File: src/rtl/spi_pkg.sv
// Shared types and constants for the SPI SCLK engine: FSM encoding, SPI mode
// codes and the edge-counter width helper.
package spi_pkg;

  typedef enum logic [1:0] {
    ST_IDLE  = 2'd0,
    ST_RUN   = 2'd1,
    ST_GUARD = 2'd2
  } state_e;

  // SPI modes as {cpol, cpha}
  localparam logic [1:0] SPI_MODE0 = 2'b00;
  localparam logic [1:0] SPI_MODE1 = 2'b01;
  localparam logic [1:0] SPI_MODE2 = 2'b10;
  localparam logic [1:0] SPI_MODE3 = 2'b11;

  localparam int SPI_DIV_W  = 9;
  localparam int SPI_BITS_W = 6;

  // Edge counter must reach 2*(2^BITS_W-1), which needs one extra bit.
  function automatic int spi_edge_w(input int bits_w);
    return bits_w + 1;
  endfunction

endpackage

File: src/rtl/spi_half_period_counter.sv
// Prescaler that counts 0..hp-1 and pulses tick on the terminal count.
module spi_half_period_counter #(
  parameter int DIV_W = 9
) (
  input  logic             clock,
  input  logic             reset_n,
  input  logic             clear,
  input  logic             enable,
  input  logic [DIV_W-1:0] hp,
  output logic             tick
);

  logic [DIV_W-1:0] cnt_q, cnt_d;

  // hp is never 0 here, so hp-1 cannot wrap.
  assign tick = enable && !clear && (cnt_q == (hp - DIV_W'(1)));

  always_comb begin
    cnt_d = cnt_q;
    if (clear) begin
      cnt_d = '0;
    end else if (enable) begin
      cnt_d = tick ? '0 : (cnt_q + DIV_W'(1));
    end
  end

  always_ff @(posedge clock or negedge reset_n) begin
    if (!reset_n) begin
      cnt_q <= '0;
    end else begin
      cnt_q <= cnt_d;
    end
  end

endmodule

File: src/rtl/spi_sclk_engine.sv
// SPI serial-clock engine: bounded SCLK burst with runtime half-period, bit
// count and mode, plus launch/sample strobes and busy/done handshake.
module spi_sclk_engine
  import spi_pkg::*;
#(
  parameter int DIV_W  = SPI_DIV_W,
  parameter int BITS_W = SPI_BITS_W
) (
  input  logic              clock,
  input  logic              reset_n,
  input  logic              start,
  input  logic              abort,
  input  logic [DIV_W-1:0]  half_period,
  input  logic [BITS_W-1:0] num_bits,
  input  logic              cpol,
  input  logic              cpha,
  output logic              sclk,
  output logic              launch_t,
  output logic              sample_t,
  output logic              busy,
  output logic              done
);

  localparam int EDGE_W = spi_edge_w(BITS_W);

  state_e            state_q, state_d, state_eff;
  logic [DIV_W-1:0]  hp_q, hp_d, hp_in, hp_eff;
  logic [BITS_W-1:0] nb_q, nb_d, nb_eff;
  logic [1:0]        mode_q, mode_d, mode_eff;
  logic [EDGE_W-1:0] edge_q, edge_d, last_edge;
  logic              sclk_q, sclk_d;
  logic              launch_q, launch_d;
  logic              sample_q, sample_d;
  logic              busy_q, busy_d;
  logic              done_q, done_d;
  logic              accept, cancel, cnt_en, tick, lead_sample, edge_last;

  assign accept = (state_q == ST_IDLE) && start && !abort;
  assign cancel = (state_q != ST_IDLE) && abort;
  assign hp_in  = (half_period == '0) ? DIV_W'(1) : half_period;

  // The accept cycle already behaves like the first cycle of the burst, using
  // the live inputs, so edge k lands exactly (k+1)*hp cycles after accept.
  assign hp_eff   = accept ? hp_in : hp_q;
  assign nb_eff   = accept ? num_bits : nb_q;
  assign mode_eff = accept ? {cpol, cpha} : mode_q;
  assign state_eff = accept ? ((num_bits == '0) ? ST_GUARD : ST_RUN)
                   : (cancel ? ST_IDLE : state_q);

  assign lead_sample = (mode_eff == SPI_MODE0) || (mode_eff == SPI_MODE2);
  assign last_edge   = {nb_eff, 1'b0} - EDGE_W'(1);
  assign edge_last   = (edge_q == last_edge);
  assign cnt_en      = (state_eff == ST_RUN) || ((state_eff == ST_GUARD) && !done_q);

  spi_half_period_counter #(
    .DIV_W (DIV_W)
  ) u_prescaler (
    .clock   (clock),
    .reset_n (reset_n),
    .clear   (!cnt_en),
    .enable  (cnt_en),
    .hp      (hp_eff),
    .tick    (tick)
  );

  always_comb begin
    state_d  = state_q;
    hp_d     = hp_q;
    nb_d     = nb_q;
    mode_d   = mode_q;
    edge_d   = edge_q;
    sclk_d   = mode_q[1];
    launch_d = 1'b0;
    sample_d = 1'b0;
    done_d   = 1'b0;

    if (accept) begin
      hp_d   = hp_in;
      nb_d   = num_bits;
      mode_d = {cpol, cpha};
      edge_d = '0;
    end

    unique case (state_eff)
      ST_IDLE: begin
        state_d = ST_IDLE;
        edge_d  = '0;
      end
      ST_RUN: begin
        state_d  = ST_RUN;
        launch_d = accept && lead_sample;
        if (tick) begin
          edge_d = edge_q + EDGE_W'(1);
          if (lead_sample) begin
            sample_d = !edge_q[0];
            launch_d = launch_d || (edge_q[0] && !edge_last);
          end else begin
            sample_d = edge_q[0];
            launch_d = !edge_q[0];
          end
          if (edge_last) begin
            state_d = ST_GUARD;
            edge_d  = '0;
          end
        end
        sclk_d = mode_eff[1] ^ edge_d[0];
      end
      ST_GUARD: begin
        // done is shown for one cycle while still busy; IDLE follows it.
        state_d = done_q ? ST_IDLE : ST_GUARD;
        sclk_d  = mode_eff[1];
        done_d  = tick;
      end
      default: begin
        state_d = ST_IDLE;
        edge_d  = '0;
      end
    endcase

    busy_d = (state_d != ST_IDLE);
  end

  always_ff @(posedge clock or negedge reset_n) begin
    if (!reset_n) begin
      state_q  <= ST_IDLE;
      hp_q     <= '0;
      nb_q     <= '0;
      mode_q   <= '0;
      edge_q   <= '0;
      sclk_q   <= 1'b0;
      launch_q <= 1'b0;
      sample_q <= 1'b0;
      busy_q   <= 1'b0;
      done_q   <= 1'b0;
    end else begin
      state_q  <= state_d;
      hp_q     <= hp_d;
      nb_q     <= nb_d;
      mode_q   <= mode_d;
      edge_q   <= edge_d;
      sclk_q   <= sclk_d;
      launch_q <= launch_d;
      sample_q <= sample_d;
      busy_q   <= busy_d;
      done_q   <= done_d;
    end
  end

  assign sclk     = sclk_q;
  assign launch_t = launch_q;
  assign sample_t = sample_q;
  assign busy     = busy_q;
  assign done     = done_q;

endmodule

File: config.mk
export PLATFORM = sky130hd
export DESIGN_NAME = spi_sclk_engine
export DESIGN_NICKNAME = d
export VERILOG_FILES = /design/src/rtl/spi_pkg.sv /design/src/rtl/spi_half_period_counter.sv /design/src/rtl/spi_sclk_engine.sv
export SDC_FILE = /design/constraint.sdc
export NUM_CORES = 1
export LEC_CHECK = 0
export BUFFER_PORTS_ARGS = -buffer_cell sky130_fd_sc_hd__buf_4
export CAP_MARGIN = 20
export CORE_MARGIN = 5
export CORE_UTILIZATION = 39
export CTS_CLUSTER_SIZE = 24
export DETAILED_ROUTE_END_ITERATION = 10
export SLEW_MARGIN = 20
export SYNTH_ARGS = -nofsm -noshare
export SYNTH_HDL_FRONTEND = slang
export SYNTH_SLANG_ARGS = --single-unit
File: constraint.sdc
create_clock -name clock -period 7.6 [get_ports clock]
set_input_delay 1.14 -clock clock [delete_from_list [all_inputs] [get_ports clock]]
set_output_delay 1.14 -clock clock [all_outputs]
set_load 0.005 [all_outputs]
==> reports/results.txt, run 1 <==
Syn avg cell area: 9.28 sq um
Clock Tree Buf Depth: 2
Reg2reg start: state_q[0]$_DFF_PN0_
Part of the cycle the worst path needs: 63.3%
Max-cap violations: 0
CTS buffer count: 5
Num Clock Sinks: 40
R2R Path End: state_q[1]$_DFF_PN0_
Fin. max-slew vios: 0
Crit path cell chain: buf_4, or4b_1, buf_4, o22ai_1, inv_1, ha_1, a21oi_1, nor3_1, and4_4, and3_1, a22oi_1, nor3_1
Routed via count: 2,122
Status: complete, no violations
DRT antenna net count: 0
Commonest non-fill, non-tap cell in the layout: dfrtp_1
Final core utilization: 44.2%
Routed Wire Length: 5990 um
Critical path class: in2reg
Clock transition at path regs: 0.08 ns
Post-DR vias/cell: 5.53
Delay-heaviest family, CP: simple AND/OR/NAND/NOR gates
Netlist Area Pre-Place: 2630 sq um
Cts hold-fix bufs: 0
Pwr Total: 0.520 mW
DRT Pass-1 Iters: 4
Asr flop ratio synth: 100%
CP max FO: 20
Die footprint: 8480 sq um
Rows: 30
Top FF cell, synth: dfrtp_1
Detailed Place HPWL: 4350 um
CTS tree: yes
DP Cell Count: 377
Setup violations, final: 0
Post-CTS sizing: 0
Tmin final: 4.81 ns
Largest net degree at the start of global routing: 41
Endpoint class of the critical path: register
Post-route setup TNS: 0 ns
CP arrival: 4.94 ns
Final nets: 331
Synth area leaders: dfrtp_1 38%, xnor2_1 6.0%, nand2_1 3.9%, nor3_1 3.0%, mux2_2 3.0%
WP depth: 12
Worst R2R Path Depth: 11
Area leader, netlist: dfrtp_1
RSZ-0062 raised after global routing: no
Layout cells sized above 1: 18.4%
Startpoint types: input port
Share of the synthesized area in the top cell type: 38.1%
Critical Path End: state_q[1]$_DFF_PN0_
Worst Path Buf+Inv: 3
Synth Warn #: 0
Setup Skew: 0.00971 ns
Slew HR: 38.6%
Fmax: 208 MHz
First-pass GRT wire length: 10,500 um
Clock root cell: clkbuf_8
Gpl congestion: 0.798
Insertion delay to the later sink of the worst-skew pair: 0.30 ns
CORE AREA: 6680 sq um
Lkg Pwr: 1.24 nW
Reg-to-reg slack, setup: 3.37 ns
Die Height: 92.1 um
Total number of H-tree levels: 2
# IOs: 26
Worst slew pin tran: 0.921 ns
Worst setup path start: abort
Power per cell area: 176 nW/um^2
Maximum vdd drop: 0.0621 mV
Critical Path RT: 7.74 ns
Overflow after GRT: 0
Hold Vio Cnt, Final: 0
Commonest non-fill, non-tap cells in the layout: 40 x dfrtp_1, 27 x nand2_1, 27 x buf_4
Fin Hold WS: 0.526 ns
Hold Path Class: reg2reg
Synth Instances: 283
Area occupied by multi-input gates: 1490 sq um
Drt initial violations: 133
Seq/Total Area, Yosys: 38.1%
Slowest stage cell, crit path: or4b_1
Wire per inst: 15.6 um
Initial antenna violation count: 0
Fill cells: 647
# DRC: 0
Unique masters post-synth: 54
Die Span X: 92.1 um
Total track usage: 15.3%
Port Buf Inserts: 25
Setup Fix Bufs, Post-CTS: 0
Antenna Cells: 0
Sequential Area: 1000 sq um
Number of enable flip-flop cells after synthesis: 0
#FFs+latches synth: 40
Initial Util: 39.3%
Area grow syn2layout: 12.3%
Final Non-Filler Cells: 384
Syn nets: 310
Vias in the first global route: 2,185
CP peak stage delay: 0.80 ns
-- metrics by stage --
| step | worst slack (ns) | area, sq um |
|---|---|---|
| after global placement | 2.65 | 2850 |
| final | 2.79 | 2950 |
| after floorplan | 3.32 | 2630 |
| after global routing | 2.51 | 2950 |
| after CTS | 2.80 | 2950 |
| after detailed placement | 2.48 | 2850 |
-- how the worst min path moves through the flow --
stage | slack (ns) | depth (start not counted) | endpoint | start
floorplan | 0.47 | 2 | nb_q[5]$_DFF_PN0_ | nb_q[5]$_DFF_PN0_
global placement | 0.51 | 2 | nb_q[5]$_DFF_PN0_ | nb_q[5]$_DFF_PN0_
detailed placement | 0.51 | 2 | nb_q[5]$_DFF_PN0_ | nb_q[5]$_DFF_PN0_
CTS | 0.53 | 2 | nb_q[5]$_DFF_PN0_ | nb_q[5]$_DFF_PN0_
global route | 0.57 | 2 | nb_q[5]$_DFF_PN0_ | nb_q[5]$_DFF_PN0_
finish | 0.53 | 2 | nb_q[5]$_DFF_PN0_ | nb_q[5]$_DFF_PN0_
-- report_power, final --
group          leakage (nW)  internal [mW]  switching, mW  total, mW
combinational         0.667         0.0558         0.0669      0.123
sequential            0.520          0.230         0.0116      0.241
clock                0.0503         0.0809         0.0749      0.156
total                  1.24          0.366          0.153      0.520
-- cell type report --
type,count,area share (%)
repair buffers,27,6.87
well taps,80,3.39
flip-flops and latches,40,33.9
clock buffers,7,3.27
multi-input cells,214,50.5
inverters,16,2.04
-- worst min-delay path: stages, from the launching register on --
cell     delay [ns]
dfrtp_1        0.37
mux2i_1        0.08
inv_1          0.04
-- synthesized netlist by cell type, drive strengths merged, types with 2 or more instances --
cell and instances:
a31oi 4, clkbuf 8, o31a 2, buf 5
a211oi 3, nor2b 5, o22ai 3, nand3 14
nand2 27, ha 6, a21oi 7, o31ai 2
or4 3, nor2 11, mux2i 7, o211ai 6
nor3 16, or4b 2, or2 3, mux2 9
dfrtp 40, and3 4, nor4b 2, nand2b 6
or3 5, xnor2 18, nor3b 3, a221oi 2
xor2 9, o21ai 13, and2 6, inv 16
nand4 5, nor4 2
-- flip-flops by register name, summed over array words and instances, names as in the netlist --
signal             cells
launch_t               1
edge_q                 7
done                   1
mode_q                 2
hp_q                   9
sample_t               1
nb_q                   6
busy                   1
state_q                2
u_prescaler.cnt_q      9
sclk                   1
-- cell families (layout without fill, tap and decap cells) --
kind of cell / Yosys count / after routing / synth area share, %
and+or+nand+nor: 115 / 115 / 25.0
AOI/OAI and AO/OA: 50 / 50 / 13.2
DFF: 40 / 40 / 38.1
buffers and inverters: 29 / 50 / 5.19
xor gates and xnor gates: 27 / 27 / 9.00
muxes: 16 / 16 / 6.67
adders and majority gates: 6 / 6 / 2.86
-- routing by layer --
layer	up-vias	global-route usage (%)	share of wire, %
met4	0	4.95	1.4
met2	45	22.9	44
li1	1048	-	-
met3	8	2.95	4.7
met5	-	0	0
met1	1021	22.0	50
Note: power is estimated with default switching activity, not from simulation.
==> inputs of run 2 (changes only) <==
--- a/config.mk
+++ b/config.mk
@@ -5,6 +5,7 @@
 export SDC_FILE = /design/constraint.sdc
 export NUM_CORES = 1
 export LEC_CHECK = 0
+export ABC_AREA = 1
 export BUFFER_PORTS_ARGS = -buffer_cell sky130_fd_sc_hd__buf_4
 export CAP_MARGIN = 20
 export CORE_MARGIN = 5
==> constraint.sdc (replaced) <==
create_clock -name clock -period 4.2 [get_ports clock]
set_input_delay 0.63 -clock clock [delete_from_list [all_inputs] [get_ports clock]]
set_output_delay 0.63 -clock clock [all_outputs]
set_load 0.005 [all_outputs]
==> run 2 against run 1 <==
Effect of this change:
- first-iteration DRC count down 7.5%
- largest cell class unchanged
- clock power grew 62%
- core utilization rose by 0.56 points
- global-route usage is 0.20 points lower
- non-clock buffer count is the same
- setup slack worse by 1.9 ns
- highest routed layer unchanged
==> reports/results.txt, run 2 <==
Status: complete, no violations
Area grow syn2layout: 12.1%
RSZ-0062 raised after global routing: no
Tmin final: 3.32 ns
# IOs: 26
Delay-heaviest family, CP: simple AND/OR/NAND/NOR gates
#FFs+latches synth: 40
Setup Skew: 0.0125 ns
Part of the cycle the worst path needs: 79.1%
Worst slew pin tran: 0.520 ns
Critical Path Most Common Cell: nand2_1
Final Instance Area: 3020 sq um
Hold Path Class: in2async
Total number of H-tree levels: 2
DRT Pass-1 Iters: 4
Layout cells sized above 1: 20.3%
Endpoint class of the critical path: register
Final nets: 422
Slew HR: 65.3%
Die footprint: 8680 sq um
Num Clock Sinks: 40
CP arrival: 3.51 ns
Hold Vio Cnt, Final: 0
Routed Wire Length: 6010 um
Worst Path Buf+Inv: 5
Gpl congestion: 0.861
Critical Path End: edge_q[1]$_DFF_PN0_
Regs by FF count: hp_q: 9 flops, u_prescaler.cnt_q: 9 flops, edge_q: 7 flops
Synth area leaders: dfrtp_1 37%, nand2_1 13%, nand3_1 8.9%, inv_1 6.8%, nor2_1 4.9%
Fin Hold WS: 0.306 ns
Maximum vdd drop: 0.169 mV
Wire per inst: 12.6 um
Unique masters post-synth: 34
Setup Fix Bufs, Post-CTS: 0
Port Buf Inserts: 25
Initial Util: 39.9%
Seq/Total Area, Yosys: 37.1%
Total track usage: 15.1%
Critical path class: in2reg
CP peak stage delay: 0.36 ns
Routed via count: 2,297
Startpoint types: input port
Syn avg cell area: 7.31 sq um
Syn nets: 396
Cts hold-fix bufs: 0
Clock transition at path regs: 0.09 ns
Die Height: 93.2 um
Top FF cell, synth: dfrtp_1
Initial antenna violation count: 0
Overflow after GRT: 0
R2R Path End: edge_q[1]$_DFF_PN0_
Synth Warn #: 0
Post-route setup TNS: 0 ns
Placed Area: 2940 sq um
Lkg Pwr: 1.47 nW
Antenna Cells: 0
Reg-to-reg slack, setup: 0.93 ns
Worst R2R Path Depth: 22
Area leader, netlist: dfrtp_1
# DRC: 0
Die Span X: 93.2 um
DRT antenna net count: 0
Slowest stage cell, crit path: ha_1
WP depth: 23
Insertion delay to the later sink of the worst-skew pair: 0.30 ns
Fin. max-slew vios: 0
Number of enable flip-flop cells after synthesis: 0
Reg2reg start: state_q[0]$_DFF_PN0_
Power per cell area: 339 nW/um^2
Detailed Place HPWL: 4600 um
Post-DR vias/cell: 4.84
Commonest non-fill, non-tap cell in the layout: nand2_1
Netlist Area Pre-Place: 2700 sq um
Largest net degree at the start of global routing: 41
Vias in the first global route: 2,223
Share of the synthesized area in the top cell type: 37.1%
Post-CTS sizing: 0
Max-cap violations: 0
Clock root cell: clkbuf_8
Asr flop ratio synth: 100%
Commonest non-fill, non-tap cells in the layout: 93 x nand2_1, 49 x inv_1, 48 x nand3_1
Clock Tree Buf Depth: 2
First-pass GRT wire length: 10,400 um
Rows: 30
CTS buffer count: 5
Critical Path RT: 4.38 ns
Synth top cells by count: 93 x nand2_1, 49 x inv_1, 48 x nand3_1
Drt initial violations: 123
Crit path cell chain: buf_4, nor2_2, nand2_4, nand2_1, nand2_1, inv_1, ha_1, inv_1, or2_2, nand2_1, inv_1, nor2_1, nand3_1, nor2_1, nand3_1, nor2_4, nand2_4, inv_4, nand3_4, nand2_1, nor2_2, nand2_1, nand2_1
Fmax: 301 MHz
CP max FO: 14
CORE AREA: 6760 sq um
Worst setup path start: abort
Synth Instances: 369
CTS tree: yes
Setup violations, final: 0
Top-count cell post-synth: nand2_1
-- run 2: changes by cell type after synthesis, sizes merged, moves of 9 or more --
cell   previous run  this run
nand2            27       108
inv              16        51
nor3             16         3
nand3            14        50
nor2             11        48
xnor2            18         3
mux2              9         0
-- run 2: area by class of cell --
class	instances	area, sq um
fillers	707	3730
flip-flops and latches	40	1000
inverters	51	194
well taps	80	100
repair buffers	27	203
clock buffers	5	68.8
clock inverters	2	12.5
multi-input cells	270	1440
-- run 2: cells by family after synthesis --
group,Yosys count,share of synthesized area (%)
fa+ha+maj,6,2.78
buf+inv,59,9.37
simple gates,220,39.6
xor+xnor,10,3.25
compound gates,34,7.89
flops,40,37.1
-- run 2: metal layers --
layer	GRT usage [%]	share of wire [%]	vias to the layer above	wire length, um
met1	21.3	51	1047	3090
met5	0	0	-	0
li1	-	-	1214	-
met3	3.06	3.8	6	228
met2	23.4	43	30	2610
met4	4.03	1.2	0	72
-- run 2: how the worst min path moves through the flow --
stage / end / slack, ns
final: nb_q[4]$_DFF_PN0_ / 0.31
after detailed placement: sclk$_DFF_PN0_ / 0.45
after global routing: nb_q[4]$_DFF_PN0_ / 0.35
after floorplan: busy$_DFF_PN0_ / 0.33
after global placement: sclk$_DFF_PN0_ / 0.45
after CTS: edge_q[5]$_DFF_PN0_ / 0.33
-- run 2: power breakdown --
part	internal, mW	leakage [nW]	switching, mW
logic	0.119	0.919	0.211
registers	0.426	0.516	0.0169
clock network	0.113	0.0400	0.139
-- run 2: worst register-to-register path, delay by kind of cell (launching register included) --
family	cells	cell delay, ns
fa+ha+maj	1	0.36
buf+inv	4	0.36
flops	1	0.40
simple gates	17	2.05
-- run 2: metrics by stage --
stage          std cells  utilization (%)  setup slack, ns  power [mW]
2_1_floorplan        369                -            0.983       0.699
3_3_place_gp         468             43.5            0.690       0.779
3_5_place_dp         468             43.5            0.561       0.782
4_1_cts              475             44.7            0.876        1.04
5_1_grt              475             44.7            0.506        1.10
6_report             475             44.7            0.877        1.02
==> inputs of run 3 (changes only) <==
==> constraint.sdc (replaced) <==
create_clock -name clock -period 3.5 [get_ports clock]
set_input_delay 0.525 -clock clock [delete_from_list [all_inputs] [get_ports clock]]
set_output_delay 0.525 -clock clock [all_outputs]
set_load 0.005 [all_outputs]
==> run 3 against run 2 <==
Effect of this change:
- register-to-register slack worse by 0.29 ns
- sequential cell count stayed put
- combinational power increased by 22%
- critical path type is now reg2reg
==> reports/results.txt, run 3 (synthesized netlist as in run 2, its figures left out) <==
Status: complete, no violations
Maximum vdd drop: 0.147 mV
Hold Vio Cnt, Final: 0
Largest net degree at the start of global routing: 41
Layout cells sized above 1: 21.0%
Die Height: 93.2 um
Wire length on met2: 2540 um
Setup Skew: 0.0111 ns
Area grow syn2layout: 14.2%
Regs by FF count: hp_q: 9 flops, u_prescaler.cnt_q: 9 flops, edge_q: 7 flops
DRT antenna net count: 0
Startpoint types: register
Power per cell area: 426 nW/um^2
DRT Pass-1 Iters: 4
Detailed Place HPWL: 4470 um
Commonest non-fill, non-tap cells in the layout: 93 x nand2_1, 49 x inv_1, 48 x nand3_1
Clock transition at path regs: 0.08 ns
Hold Path Class: in2async
Tmin final: 2.86 ns
RSZ-0062 raised after global routing: no
Post-route setup TNS: 0 ns
# IOs: 26
Part of the cycle the worst path needs: 81.8%
CP max FO: 22
Rows: 30
Worst R2R Path Depth: 22
Vias in the first global route: 2,212
Port Buf Inserts: 25
Fin. max-slew vios: 0
Fmax: 349 MHz
Setup violations, final: 0
Die footprint: 8680 sq um
Met3 wire length: 244 um
CTS tree: yes
Slew HR: 64.9%
DR top layer: met4
Routed Wire Length: 5900 um
Drt initial violations: 118
Area occupied by multi-input gates: 1440 sq um
Final nets: 426
Sequential Area: 1000 sq um
CP arrival: 3.05 ns
Wire per inst: 12.3 um
CORE AREA: 6760 sq um
Clock Tree Buf Depth: 2
Max-cap violations: 0
# DRC: 0
Initial Util: 39.9%
Initial antenna violation count: 0
CTS buffer count: 5
Worst slew pin tran: 0.527 ns
Total number of H-tree levels: 2
Reg-to-reg slack, setup: 0.64 ns
Placed Area: 2970 sq um
Cts hold-fix bufs: 0
Setup WS pre-CTS: 0.338 ns
Commonest non-fill, non-tap cell in the layout: nand2_1
First-pass GRT wire length: 10,200 um
Endpoint class of the critical path: register
Routed via count: 2,295
Gpl congestion: 0.891
Met1 WL: 3090 um
Critical path class: reg2reg
Final Instance Area: 3080 sq um
Lkg Pwr: 1.51 nW
Insertion delay to the later sink of the worst-skew pair: 0.29 ns
Setup WS post-layout: 0.638 ns
Num Clock Sinks: 40
Fill cells: 703
Post-CTS sizing: 0
Antenna Cells: 0
Clock root cell: clkbuf_8
Setup Fix Bufs, Post-CTS: 0
Post-DR vias/cell: 4.78
Critical Path RT: 3.69 ns
Final core utilization: 45.6%
Die Span X: 93.2 um
Total track usage: 14.7%
Overflow after GRT: 0
==> run 3: changes by cell type in the layout (fill, tap and decap cells not counted), sizes merged <==
| cell | previous run | this run |
|---|---|---|
| clkbuf | 5 | 6 |
| buf | 27 | 31 |
| clkinvlp | 1 | 0 |
| bufinv | 0 | 1 |
==> run 3: final timing paths <==
kind | start | endpoint
max | state_q[0]$_DFF_PN0_ | edge_q[1]$_DFF_PN0_
min | reset_n | nb_q[5]$_DFF_PN0_
max reg2reg | state_q[0]$_DFF_PN0_ | edge_q[1]$_DFF_PN0_
min reg2reg | mode_q[1]$_DFF_PN0_ | sclk$_DFF_PN0_
max in group asynchronous | reset_n | hp_q[7]$_DFF_PN0_
min in group clock | num_bits[1] | nb_q[1]$_DFF_PN0_
==> run 3: metal layers <==
layer,vias up,global-route usage [%]
met5,-,0
met4,0,3.66
met3,2,2.90
met2,41,22.4
met1,1028,21.4
li1,1224,-
==> run 3: critical path, stage by stage (launching register included) <==
cell     delay [ns]
dfrtp_1        0.40
nor2_2         0.18
nand2_4        0.20
nand2_1        0.11
nand2_1        0.08
inv_1          0.06
ha_1           0.16
inv_1          0.06
or2_2          0.28
nand2_1        0.10
inv_1          0.06
nor2_1         0.08
nand3_1        0.08
nor2_1         0.09
nand3_1        0.12
nor2_4         0.13
nand2_4        0.12
inv_4          0.13
nand3_4        0.09
nand2_1        0.08
nor2_2         0.04
nand2_1        0.06
nand2_1        0.04
==> run 3: final cells by class <==
| class | count | share of cell area, % |
|---|---|---|
| flip-flops and latches | 40 | 32.5 |
| clock inverters | 2 | 1.14 |
| multi-input cells | 270 | 46.9 |
| well taps | 80 | 3.25 |
| inverters | 51 | 6.30 |
| repair buffers | 31 | 7.56 |
| clock buffers | 6 | 2.36 |
==> run 3: metrics by stage <==
| stage | power [mW] | hold slack [ns] | cells |
|---|---|---|---|
| floorplan | 0.839 | 0.229 | 369 |
| CTS | 1.32 | 0.225 | 480 |
| global route | 1.40 | 0.259 | 480 |
| detailed placement | 0.945 | 0.464 | 472 |
| global placement | 0.941 | 0.461 | 472 |
| finish | 1.31 | 0.208 | 480 |
==> run 3: report_power, final <==
group	internal, mW	switching, mW
registers	0.511	0.0209
logic	0.147	0.255
clock network	0.212	0.164
